[src/rtl/seq_player.sv]
// Pattern sequencer: steps through a written pattern, one entry per divider tick, single-shot or looped.
// Start from a synchronised btn1 edge; outputs/busy/done are registered and only change on ticks.
module seq_player #(
  parameter int                OUT_W    = 2,
  parameter int                DEPTH    = 4,
  parameter int                DIV      = 16777216,
  parameter logic [OUT_W-1:0]  IDLE_VAL = '0,
  localparam int               AW       = $clog2(DEPTH)
) (
  input  logic             clk,
  input  logic             rst,
  input  logic             btn1,
  input  logic             stop,
  input  logic             loop,
  input  logic [AW:0]      seq_len,
  input  logic             wr_en,
  input  logic [AW-1:0]    wr_addr,
  input  logic [OUT_W-1:0] wr_data,
  output logic [OUT_W-1:0] outputs,
  output logic             busy,
  output logic             done
);

  localparam int          CW      = (DIV > 1) ? $clog2(DIV) : 1;
  localparam logic [AW:0] DEPTH_L = (AW+1)'(DEPTH);
  localparam logic [CW-1:0] CNT_MAX = CW'(DIV - 1);

  typedef enum logic {IDLE, RUN} state_t;

  state_t           state_q, state_d;
  logic [CW-1:0]    cnt_q, cnt_d;
  logic             sync1_q, sync1_d, sync2_q, sync2_d, sync3_q, sync3_d;
  logic [1:0]       fill_q, fill_d;
  logic             arm_q, arm_d;
  logic             pend_q, pend_d;
  logic             stop_q, stop_d;
  logic [AW-1:0]    idx_q, idx_d;
  logic [AW:0]      len_q, len_d;
  logic [OUT_W-1:0] out_q, out_d;
  logic             busy_q, busy_d;
  logic             done_q, done_d;
  logic [OUT_W-1:0] mem_q [DEPTH];
  logic [OUT_W-1:0] mem_d [DEPTH];

  logic             tick;
  logic             rise;
  logic [AW:0]      eff_len;
  logic [AW-1:0]    idx_nxt;

  assign outputs = out_q;
  assign busy    = busy_q;
  assign done    = done_q;

  always_comb begin
    tick    = (cnt_q == CNT_MAX);
    cnt_d   = tick ? '0 : cnt_q + 1'b1;

    sync1_d = btn1;
    sync2_d = sync1_q;
    sync3_d = sync2_q;
    fill_d  = (fill_q == 2'd2) ? fill_q : fill_q + 2'd1;
    // Only arm once the chain shows a settled low, so a button held through reset is not an edge.
    arm_d   = arm_q | ((fill_q == 2'd2) & ~sync2_q);
    rise    = sync2_q & ~sync3_q & arm_q;

    if (seq_len == '0)          eff_len = (AW+1)'(1);
    else if (seq_len > DEPTH_L) eff_len = DEPTH_L;
    else                        eff_len = seq_len;

    idx_nxt = idx_q + 1'b1;

    state_d = state_q;
    pend_d  = pend_q;
    stop_d  = stop_q;
    idx_d   = idx_q;
    len_d   = len_q;
    out_d   = out_q;
    done_d  = 1'b0;

    case (state_q)
      IDLE: begin
        stop_d = 1'b0;
        if (tick && pend_q) begin
          state_d = RUN;
          idx_d   = '0;
          len_d   = eff_len;
          out_d   = mem_q[0];
          pend_d  = 1'b0;
        end else begin
          if (tick) out_d = IDLE_VAL;
          if (rise) pend_d = 1'b1;
        end
      end
      RUN: begin
        stop_d = stop_q | stop;
        if (tick) begin
          if (stop_q) begin
            state_d = IDLE;
            out_d   = IDLE_VAL;
            stop_d  = 1'b0;
          end else if ({1'b0, idx_q} < len_q - 1'b1) begin
            idx_d = idx_nxt;
            out_d = mem_q[idx_nxt];
          end else if (loop) begin
            idx_d = '0;
            len_d = eff_len;
            out_d = mem_q[0];
          end else begin
            state_d = IDLE;
            out_d   = IDLE_VAL;
            done_d  = 1'b1;
            stop_d  = 1'b0;
          end
        end
      end
      default: state_d = IDLE;
    endcase

    busy_d = (state_d == RUN);

    // Reads above use mem_q, so a same-tick write is seen only on the next pass.
    for (int i = 0; i < DEPTH; i++) mem_d[i] = mem_q[i];
    if (wr_en) mem_d[wr_addr] = wr_data;
  end

  always_ff @(posedge clk) begin
    if (!rst) begin
      state_q <= IDLE;
      cnt_q   <= '0;
      sync1_q <= 1'b0;
      sync2_q <= 1'b0;
      sync3_q <= 1'b0;
      fill_q  <= 2'd0;
      arm_q   <= 1'b0;
      pend_q  <= 1'b0;
      stop_q  <= 1'b0;
      idx_q   <= '0;
      len_q   <= (AW+1)'(1);
      out_q   <= IDLE_VAL;
      busy_q  <= 1'b0;
      done_q  <= 1'b0;
      for (int i = 0; i < DEPTH; i++) mem_q[i] <= '0;
    end else begin
      state_q <= state_d;
      cnt_q   <= cnt_d;
      sync1_q <= sync1_d;
      sync2_q <= sync2_d;
      sync3_q <= sync3_d;
      fill_q  <= fill_d;
      arm_q   <= arm_d;
      pend_q  <= pend_d;
      stop_q  <= stop_d;
      idx_q   <= idx_d;
      len_q   <= len_d;
      out_q   <= out_d;
      busy_q  <= busy_d;
      done_q  <= done_d;
      for (int i = 0; i < DEPTH; i++) mem_q[i] <= mem_d[i];
    end
  end

endmodule

[config.mk]
export PLATFORM = sky130hd
export DESIGN_NAME = seq_player
export DESIGN_NICKNAME = d
export VERILOG_FILES = /design/src/rtl/seq_player.sv
export SDC_FILE = /design/constraint.sdc
export NUM_CORES = 1
export LEC_CHECK = 0
export ABC_AREA = 1
export BUFFER_PORTS_ARGS = -buffer_cell sky130_fd_sc_hd__buf_2
export CORE_UTILIZATION = 40
export DETAILED_ROUTE_END_ITERATION = 7
export RECOVER_POWER = 100
export REMOVE_ABC_BUFFERS = 1
export SYNTH_ARGS = -nofsm -noshare
export SYNTH_HDL_FRONTEND = slang
export SYNTH_SLANG_ARGS = --single-unit
[constraint.sdc]
create_clock -name clk -period 2.1 [get_ports clk]
set_input_delay 0.42 -clock clk [delete_from_list [all_inputs] [get_ports clk]]
set_output_delay 0.42 -clock clk [all_outputs]
set_load 0.01 [all_outputs]
==> impl_metrics.yaml, run 1 <==
finish:
  layout_common_cells: "nand2_1 (75), nor2_1 (53), inv_1 (52), dfxtp_1 (49), a21oi_1 (22)"
  drive_gt1_share_pct: 10.8
  synthToLayoutAreaGrowth_pct: 8.70
  fill_cells: 631
  nets: 394
  n_antenna_cell: 0
  mostFrequentLayoutCell: "nand2_1"
  design_area_sq_um: 2690
yosys:
  synth.avg_cell_area_sq_um: 6.89
  yosysWarnings: 0
  synthAdderAreaFrac_pct: 2.02
  ys_seq_area_share_pct: 39.7
  synth_top_family_by_area: "simple AND/OR/NAND/NOR gates"
  yosysTopAreaCellShare_pct: 39.7
  netlist_top_cells_area: "dfxtp_1 (40%), nand2_1 (11%), inv_1 (7.9%), nor2_1 (7.9%), a21oi_1 (4.5%)"
  synthMuxAreaShare_pct: 0
  syn_area_sq_um: 2470
  synth_cell_types: 33
  syn_inst: 359
  synth_top_area_cell: "dfxtp_1"
  synth-simple-area-share_pct: 35.7
  synth-xor-area-share_pct: 3.19
  synth_compound_area_share_pct: 9.62
  ys_ff_latch: 49
route:
  wl_per_cell_um: 10.4
  final_antenna_net_count: 0
  via_per_inst: 4.62
  first_iter_violations: 99
  first_pass_iters: 4
  wl_mm: 4.70
  drc: 0
  route.vias.total: 2091
floorplan:
  coreArea_sq_um: 5960
  die_w_um: 80.6
  ios: 17
  placementRows: 28
  initial_utilization_pct: 41.5
  die_y_um: 80.6
  die-area_sq_um: 6500
sta:
  fin_crit_sh_pct: 89.3
  setup_viol: 0
  worstMarginPinSlew_ns: 1.00
  hold_violations: 0
  min_period_ns: 1.87
  final.setup.tns_ns: 0
  rsz0062_at_grt: "no"
  relSlewSlack_pct: 33.2
  slew_viol_final: 0
  fin_skew_ns: 0.00845
  max_freq_mhz: 533
  whs_ns: 0.291
critical_path:
  end_kind: "register"
  rr_worst_depth: 10
  crit_required_ns: 2.25
  criticalPathCategory: "register to register"
  cp_max_fo: 6
  worstPathArrival_ns: 2.02
  reg2reg_from: "len_q[0]"
  cp-start-kind: "register"
  reg2reg_slack_ns: 0.23
  r2r_end: "len_q[0]"
place:
  port_buffers: 16
  placed_area_sq_um: 2620
  hpwl_mm: 3.57
  gp_congestion: 0.763
clock_network:
  root_buffer: "clkbuf_8"
  cts_buffer_depth: 2
  cts_htree_levels: 2
  clock_latency_ns: 0.30
  cts_buffers: 5
  clock-sinks: 49
  cts_tree: "yes"
  postCtsSetupBuffers: 0
  clkSlewWorstSetupHoldPaths_ns: 0.10
  ctsResizeCount: 0
  cts_hold_buf: 0
min_path:
  hold_path.class: "primary input to register"
  worstHoldStart: "btn1"
  hold_path_depth: 3
  hold_path_end: "sync1_q"
global_route:
  grt_pass1_vias: 1915
  grt_max_degree: 26
  grt_pass1_wl_mm: 8.35
  grt_overflow: 0
  grt_usage_pct: 16.3
  antenna_found_initial: 0
power_and_ir_drop:
  p_leak_uw: 0.00106
  power.density_nw_per_um2: 615
  ir_drop_mv: 0.291
run:
  max_cap_viol_count: 0
run_status:
  outcome: "finished, final reports clean"
[worst max path at each step]
stage / from / to / slack, ns
floorplan: len_q[0] / len_q[0] / 0.45
global placement: len_q[0] / len_q[0] / 0.33
detailed placement: len_q[0] / len_q[0] / 0.26
CTS: len_q[0] / len_q[0] / 0.26
global route: cnt_q[0] / busy / 0.06
finish: len_q[0] / len_q[0] / 0.23
[synthesized netlist by cell type]
cell type   n
nor2_1     52
clkbuf_1    2
nand2_4     1
nor4_1      1
xnor2_1     4
ha_1        4
nand4_1     8
nand2_1    73
or2_0       2
nor3_1     11
o211ai_1    1
inv_2       2
and2_1      1
dfxtp_1    49
nand3_2     1
nand3b_1    1
o21ai_1     5
a32o_1      1
nor3_2      1
nand2_2     7
nand3_1    19
a21oi_1    22
nor2_8      1
xor2_1      5
nor3b_1     1
or2_2       3
o21ai_0    17
buf_2       1
nor2_2      4
nor2_4      3
inv_1      52
clkbuf_2    1
buf_4       3
[state kept, by name (all words and copies together), names as in the netlist]
signal,count
fill_q,2
outputs,2
mem_q,8
len_q,3
stop_q,1
busy,1
arm_q,1
cnt_q,24
pend_q,1
idx_q,2
sync3_q,1
sync2_q,1
sync1_q,1
done,1
[metal layers]
layer | track usage, % | share of wire, % | vias up
li1 | - | - | 1170
met4 | 4.82 | 1.2 | 0
met1 | 22.6 | 55 | 896
met2 | 24.9 | 41 | 20
met3 | 3.41 | 2.5 | 5
met5 | 0 | 0 | -
[critical path: stages (launching register included)]
cell and delay, ns:
dfxtp_1 0.36, inv_1 0.05, ha_1 0.28, ha_1 0.26, o21ai_0 0.07, nand2_1 0.09
nand2_1 0.13, o21ai_1 0.23, nand2_2 0.12, nand2_1 0.07, nand3_1 0.07
[stage by stage]
step | cells | utilization, % | power (uW) | setup slack [ns]
CTS | 453 | 45.5 | 1680 | 0.256
floorplan | 352 | - | 1070 | 0.449
detailed placement | 445 | 44.0 | 1120 | 0.264
global route | 453 | 45.1 | 1740 | 0.0615
global placement | 445 | 44.0 | 1110 | 0.329
finish | 453 | 45.1 | 1650 | 0.225
[report_power, final]
part           total (uW)  leakage (uW)  switching [uW]  internal, uW
Sequential            984      0.000398            19.7           964
Clock                 561     0.0000364             327           234
Combinational         108      0.000631            65.8          42.4
Total                1650       0.00106             412          1240
[cell families after synthesis]
family,after synthesis
DFF,49
xor gates and xnor gates,9
and+or+nand+nor,190
adders and majority gates,4
AOI/OAI and AO/OA,46
buffers and inverters,61
[cell type report]
class                           instances  area [sq um]  share of cell area (%)
Clock inverter                          3          22.5                   0.838
Inverter                               54           203                    7.54
Clock buffer                            5          68.8                    2.56
Tap cell                               75          93.8                    3.49
Timing Repair Buffer                   18          86.3                    3.21
Sequential cell                        49           981                    36.5
Multi-Input combinational cell        249          1230                    45.9
No activity file was read; power rests on OpenSTA's default activity.
==> inputs of run 2 (changes only) <==
--- a/config.mk
+++ b/config.mk
@@ -6,9 +6,10 @@
 export NUM_CORES = 1
 export LEC_CHECK = 0
 export ABC_AREA = 1
-export BUFFER_PORTS_ARGS = -buffer_cell sky130_fd_sc_hd__buf_2
+export BUFFER_PORTS_ARGS = -buffer_cell sky130_fd_sc_hd__buf_4
 export CORE_UTILIZATION = 40
 export DETAILED_ROUTE_END_ITERATION = 7
+export PLACE_DENSITY = 0.56
 export RECOVER_POWER = 100
 export REMOVE_ABC_BUFFERS = 1
 export SYNTH_ARGS = -nofsm -noshare
==> constraint.sdc (replaced) <==
create_clock -name clk -period 2.1 [get_ports clk]
set_input_delay 0.21 -clock clk [delete_from_list [all_inputs] [get_ports clk]]
set_output_delay 0.21 -clock clk [all_outputs]
set_load 0.01 [all_outputs]
==> impl_metrics.yaml, run 2 (synthesis gave the netlist of run 1 again) <==
critical_path:
  crit_path_start: "len_q[0]"
  cp-start-kind: "register"
  crit_top_cell: "nand2_1"
  criticalPathCategory: "register to register"
  cp_max_fo: 6
  worstPathArrival_ns: 2.14
  cp_num_buf_inv: 1
  cp_cell_sequence: "inv_1 -> ha_1 -> ha_1 -> o21ai_0 -> nand2_1 -> nand2_1 -> o21ai_1 -> nand2_1 -> nand2_1 -> nand2_1 -> nor2_1"
  cpPeakStageDelay_ns: 0.36
  end_kind: "register"
  critPathTopFamily: "simple AND/OR/NAND/NOR gates"
  crit_required_ns: 2.34
  slowest_stage: "dfxtp_1"
  reg2reg_from: "len_q[0]"
finish:
  fill_cells: 637
  nets: 394
  layout_common_cells: "nand2_1 (75), inv_1 (52), nor2_1 (52), dfxtp_1 (49), a21oi_1 (22)"
  multi_input_area_sq_um: 1240
  design_area_sq_um: 2780
  top_regs: "cnt_q x24, mem_q x8, len_q x3"
  n_antenna_cell: 0
  largest_register_ffs: 24
  mostFrequentLayoutCell: "nand2_1"
  synthToLayoutAreaGrowth_pct: 12.2
  top_register: "cnt_q"
  drive_gt1_share_pct: 11.1
  layout.area.seq_sq_um: 981
clock_network:
  root_buffer: "clkbuf_8"
  ctsResizeCount: 0
  cts_hold_buf: 0
  clock-sinks: 49
  postCtsSetupBuffers: 0
  cts_buffers: 5
  clkSlewWorstSetupHoldPaths_ns: 0.10
  cts_buffer_depth: 2
  clock_latency_ns: 0.30
  cts_htree_levels: 2
  cts_tree: "yes"
sta:
  rsz0062_at_grt: "no"
  min_period_ns: 1.90
  worstMarginPinSlew_ns: 1.09
  setup_viol: 0
  final.setup.tns_ns: 0
  max_freq_mhz: 526
  relSlewSlack_pct: 27.4
  fin_crit_sh_pct: 90.5
  slew_viol_final: 0
  hold_violations: 0
  fin_skew_ns: 0.00642
min_path:
  worstHoldStart: "btn1"
  hold_path.class: "primary input to register"
route:
  final_antenna_net_count: 0
  wl_per_cell_um: 10.6
  wl_mm: 4.80
  via_per_inst: 4.61
  first_iter_violations: 68
  first_pass_iters: 5
  drc: 0
  route.vias.total: 2088
floorplan:
  initial_utilization_pct: 41.5
  coreArea_sq_um: 5960
  ios: 17
  die-area_sq_um: 6500
  die_w_um: 80.6
  die_y_um: 80.6
  placementRows: 28
global_route:
  grt_usage_pct: 17.0
  grt_pass1_vias: 1924
  antenna_found_initial: 0
  grt_max_degree: 26
  grt_overflow: 0
  grt_pass1_wl_mm: 8.51
place:
  port_buffers: 16
  gp_congestion: 0.762
  placed_area_sq_um: 2660
  hpwl_mm: 3.69
power_and_ir_drop:
  p_leak_uw: 0.00114
  power.density_nw_per_um2: 689
  ir_drop_mv: 0.511
  power_uw: 1910
run_status:
  outcome: "finished, final reports clean"
run:
  max_cap_viol_count: 0
==> run 2: layer usage <==
metal / up-vias / wire length, um / global-route usage (%)
li1: 1168 / - / -
met1: 890 / 2670 / 24.9
met2: 26 / 1920 / 24.2
met3: 4 / 171 / 4.20
met4: 0 / 43 / 5.00
met5: - / 0 / 0
==> run 2: path summary, 6_finish.rpt <==
kind	endpoint	cells past startpoint	slack, ns
setup / recovery	len_q[1]	11	0.20
setup reg to reg	len_q[1]	11	0.20
hold / removal	sync1_q	3	0.08
hold reg to reg	sync2_q	2	0.42
==> run 2: final cells by class <==
cell class / instances / area share, %
Clock buffer: 5 / 2.48
Timing Repair Buffer: 18 / 4.19
Sequential cell: 49 / 35.3
Clock inverter: 3 / 2.48
Tap cell: 75 / 3.38
Multi-Input combinational cell: 249 / 44.8
Inverter: 54 / 7.30
==> run 2: worst reg2reg max path, cell delays in order (launching register included) <==
cell	delay, ns
dfxtp_1	0.36
inv_1	0.05
ha_1	0.28
ha_1	0.26
o21ai_0	0.07
nand2_1	0.09
nand2_1	0.13
o21ai_1	0.19
nand2_1	0.14
nand2_1	0.08
nand2_1	0.05
nor2_1	0.12
==> run 2: where the power goes <==
group / switching [uW] / leakage (uW) / internal [uW]
clock: 332 / 0.0000687 / 479
sequential: 19.4 / 0.000398 / 964
combinational: 67.0 / 0.000673 / 49.0
==> run 2: through the flow <==
step / instances / util (%) / hold slack [ns] / worst slack (ns)
2_1_floorplan: 352 / - / 0.294 / 0.449
3_3_place_gp: 445 / 44.7 / 0.392 / 0.259
3_5_place_dp: 445 / 44.7 / 0.397 / 0.253
4_1_cts: 453 / 47.0 / 0.0770 / 0.235
5_1_grt: 453 / 46.6 / 0.0763 / 0.0414
6_report: 453 / 46.6 / 0.0840 / 0.200
==> inputs of run 3 (changes only) <==
--- a/config.mk
+++ b/config.mk
@@ -11,7 +11,6 @@
 export DETAILED_ROUTE_END_ITERATION = 7
 export PLACE_DENSITY = 0.56
 export RECOVER_POWER = 100
-export REMOVE_ABC_BUFFERS = 1
 export SYNTH_ARGS = -nofsm -noshare
 export SYNTH_HDL_FRONTEND = slang
 export SYNTH_SLANG_ARGS = --single-unit
==> impl_metrics.yaml, run 3 (synthesis gave the netlist of run 1 again) <==
run_status:
  outcome: "finished, final reports clean"
clock_network:
  cts_buffers: 5
  cts_buffer_depth: 2
  cts_tree: "yes"
  clock_latency_ns: 0.31
  root_buffer: "clkbuf_8"
  ctsResizeCount: 0
  clock-sinks: 49
  cts_hold_buf: 0
  postCtsSetupBuffers: 0
  cts_htree_levels: 2
  clkSlewWorstSetupHoldPaths_ns: 0.09
floorplan:
  coreArea_sq_um: 5960
  die_w_um: 80.6
  placementRows: 28
  ios: 17
  die_y_um: 80.6
  die-area_sq_um: 6500
  initial_utilization_pct: 41.5
finish:
  top_regs: "cnt_q x24, mem_q x8, len_q x3"
  top_register: "cnt_q"
  layout_common_cells: "nand2_1 (75), nor2_1 (53), inv_1 (52), dfxtp_1 (49), a21oi_1 (22)"
  drive_gt1_share_pct: 10.8
  synthToLayoutAreaGrowth_pct: 12.0
  largest_register_ffs: 24
  n_antenna_cell: 0
  nets: 394
  mostFrequentLayoutCell: "nand2_1"
global_route:
  grt_pass1_vias: 1966
  grt_overflow: 0
  grt_pass1_wl_mm: 8.66
  grt_usage_pct: 17.0
  grt_max_degree: 26
  antenna_found_initial: 0
route:
  wl_per_cell_um: 10.7
  first_iter_violations: 79
  final_antenna_net_count: 0
  drc: 0
  first_pass_iters: 4
  route.vias.total: 2090
  wl_mm: 4.86
  via_per_inst: 4.61
power_and_ir_drop:
  ir_drop_mv: 0.371
  power.density_nw_per_um2: 687
  power_uw: 1900
  p_leak_uw: 0.00114
sta:
  setup_viol: 0
  fin_skew_ns: 0.00826
  rsz0062_at_grt: "no"
  min_period_ns: 1.90
  max_freq_mhz: 526
  whs_ns: 0.0811
  slew_viol_final: 0
  relSlewSlack_pct: 31.3
  worstMarginPinSlew_ns: 1.03
  final.setup.tns_ns: 0
  hold_violations: 0
  fin_crit_sh_pct: 90.5
yosys:
  syn_nets: 376
place:
  gp_congestion: 0.773
  hpwl_mm: 3.64
  port_buffers: 16
critical_path:
  cp-start-kind: "register"
  crit_required_ns: 2.30
  cp_max_fo: 9
  worstPathArrival_ns: 2.10
  end_kind: "register"
  criticalPathCategory: "register to register"
run:
  max_cap_viol_count: 0
min_path:
  hold_path.class: "primary input to register"
==> run 3: cell count changes in the layout (fill, tap and decap cells not counted), sizes merged <==
cell,previous run,this run
clkinv,0,1
inv,55,54
==> run 3: area by class of cell <==
type	count	area, sq um
Fill cell	633	3190
Multi-Input combinational cell	249	1240
Sequential cell	49	981
Inverter	54	203
Timing Repair Buffer	18	116
Tap cell	75	93.8
Clock buffer	5	68.8
Clock inverter	3	65.1
==> run 3: metrics by stage <==
step           area, sq um  setup WS (ns)  std cells  util, %
2_1_floorplan         2470          0.453        359        -
3_5_place_dp          2660          0.275        445     44.7
5_1_grt               2770         0.0167        453     46.5
3_3_place_gp          2660          0.302        445     44.7
6_report              2770          0.200        453     46.5
4_1_cts               2800          0.267        453     46.9
==> run 3: worst paths after layout <==
kind,depth (start not counted),slack (ns),end,from
min reg2reg,2,0.42,sync2_q,sync1_q
max reg2reg,9,0.20,cnt_q[4],cnt_q[0]
min,3,0.08,sync1_q,btn1
max,9,0.20,cnt_q[4],cnt_q[0]
==> run 3: critical path, stage by stage (launching register included) <==
cell,delay (ns)
dfxtp_1,0.38
ha_1,0.26
nand2_1,0.13
nor2_4,0.16
nand2_4,0.10
nor2_1,0.16
nand3_1,0.13
nand2_2,0.20
buf_4,0.21
a21oi_1,0.05
==> run 3: power breakdown <==
group,total (uW),internal (uW),switching (uW)
combinational,115,48.8,66.0
sequential,984,964,19.8
clock,803,473,330
total,1900,1490,415
==> run 3: metal layers <==
metal	share of wire [%]	up-vias	track usage, %
li1	-	1164	-
met4	1.5	0	5.89
met3	3.3	7	3.64
met5	0	-	0
met1	56	897	23.5
met2	39	22	25.8
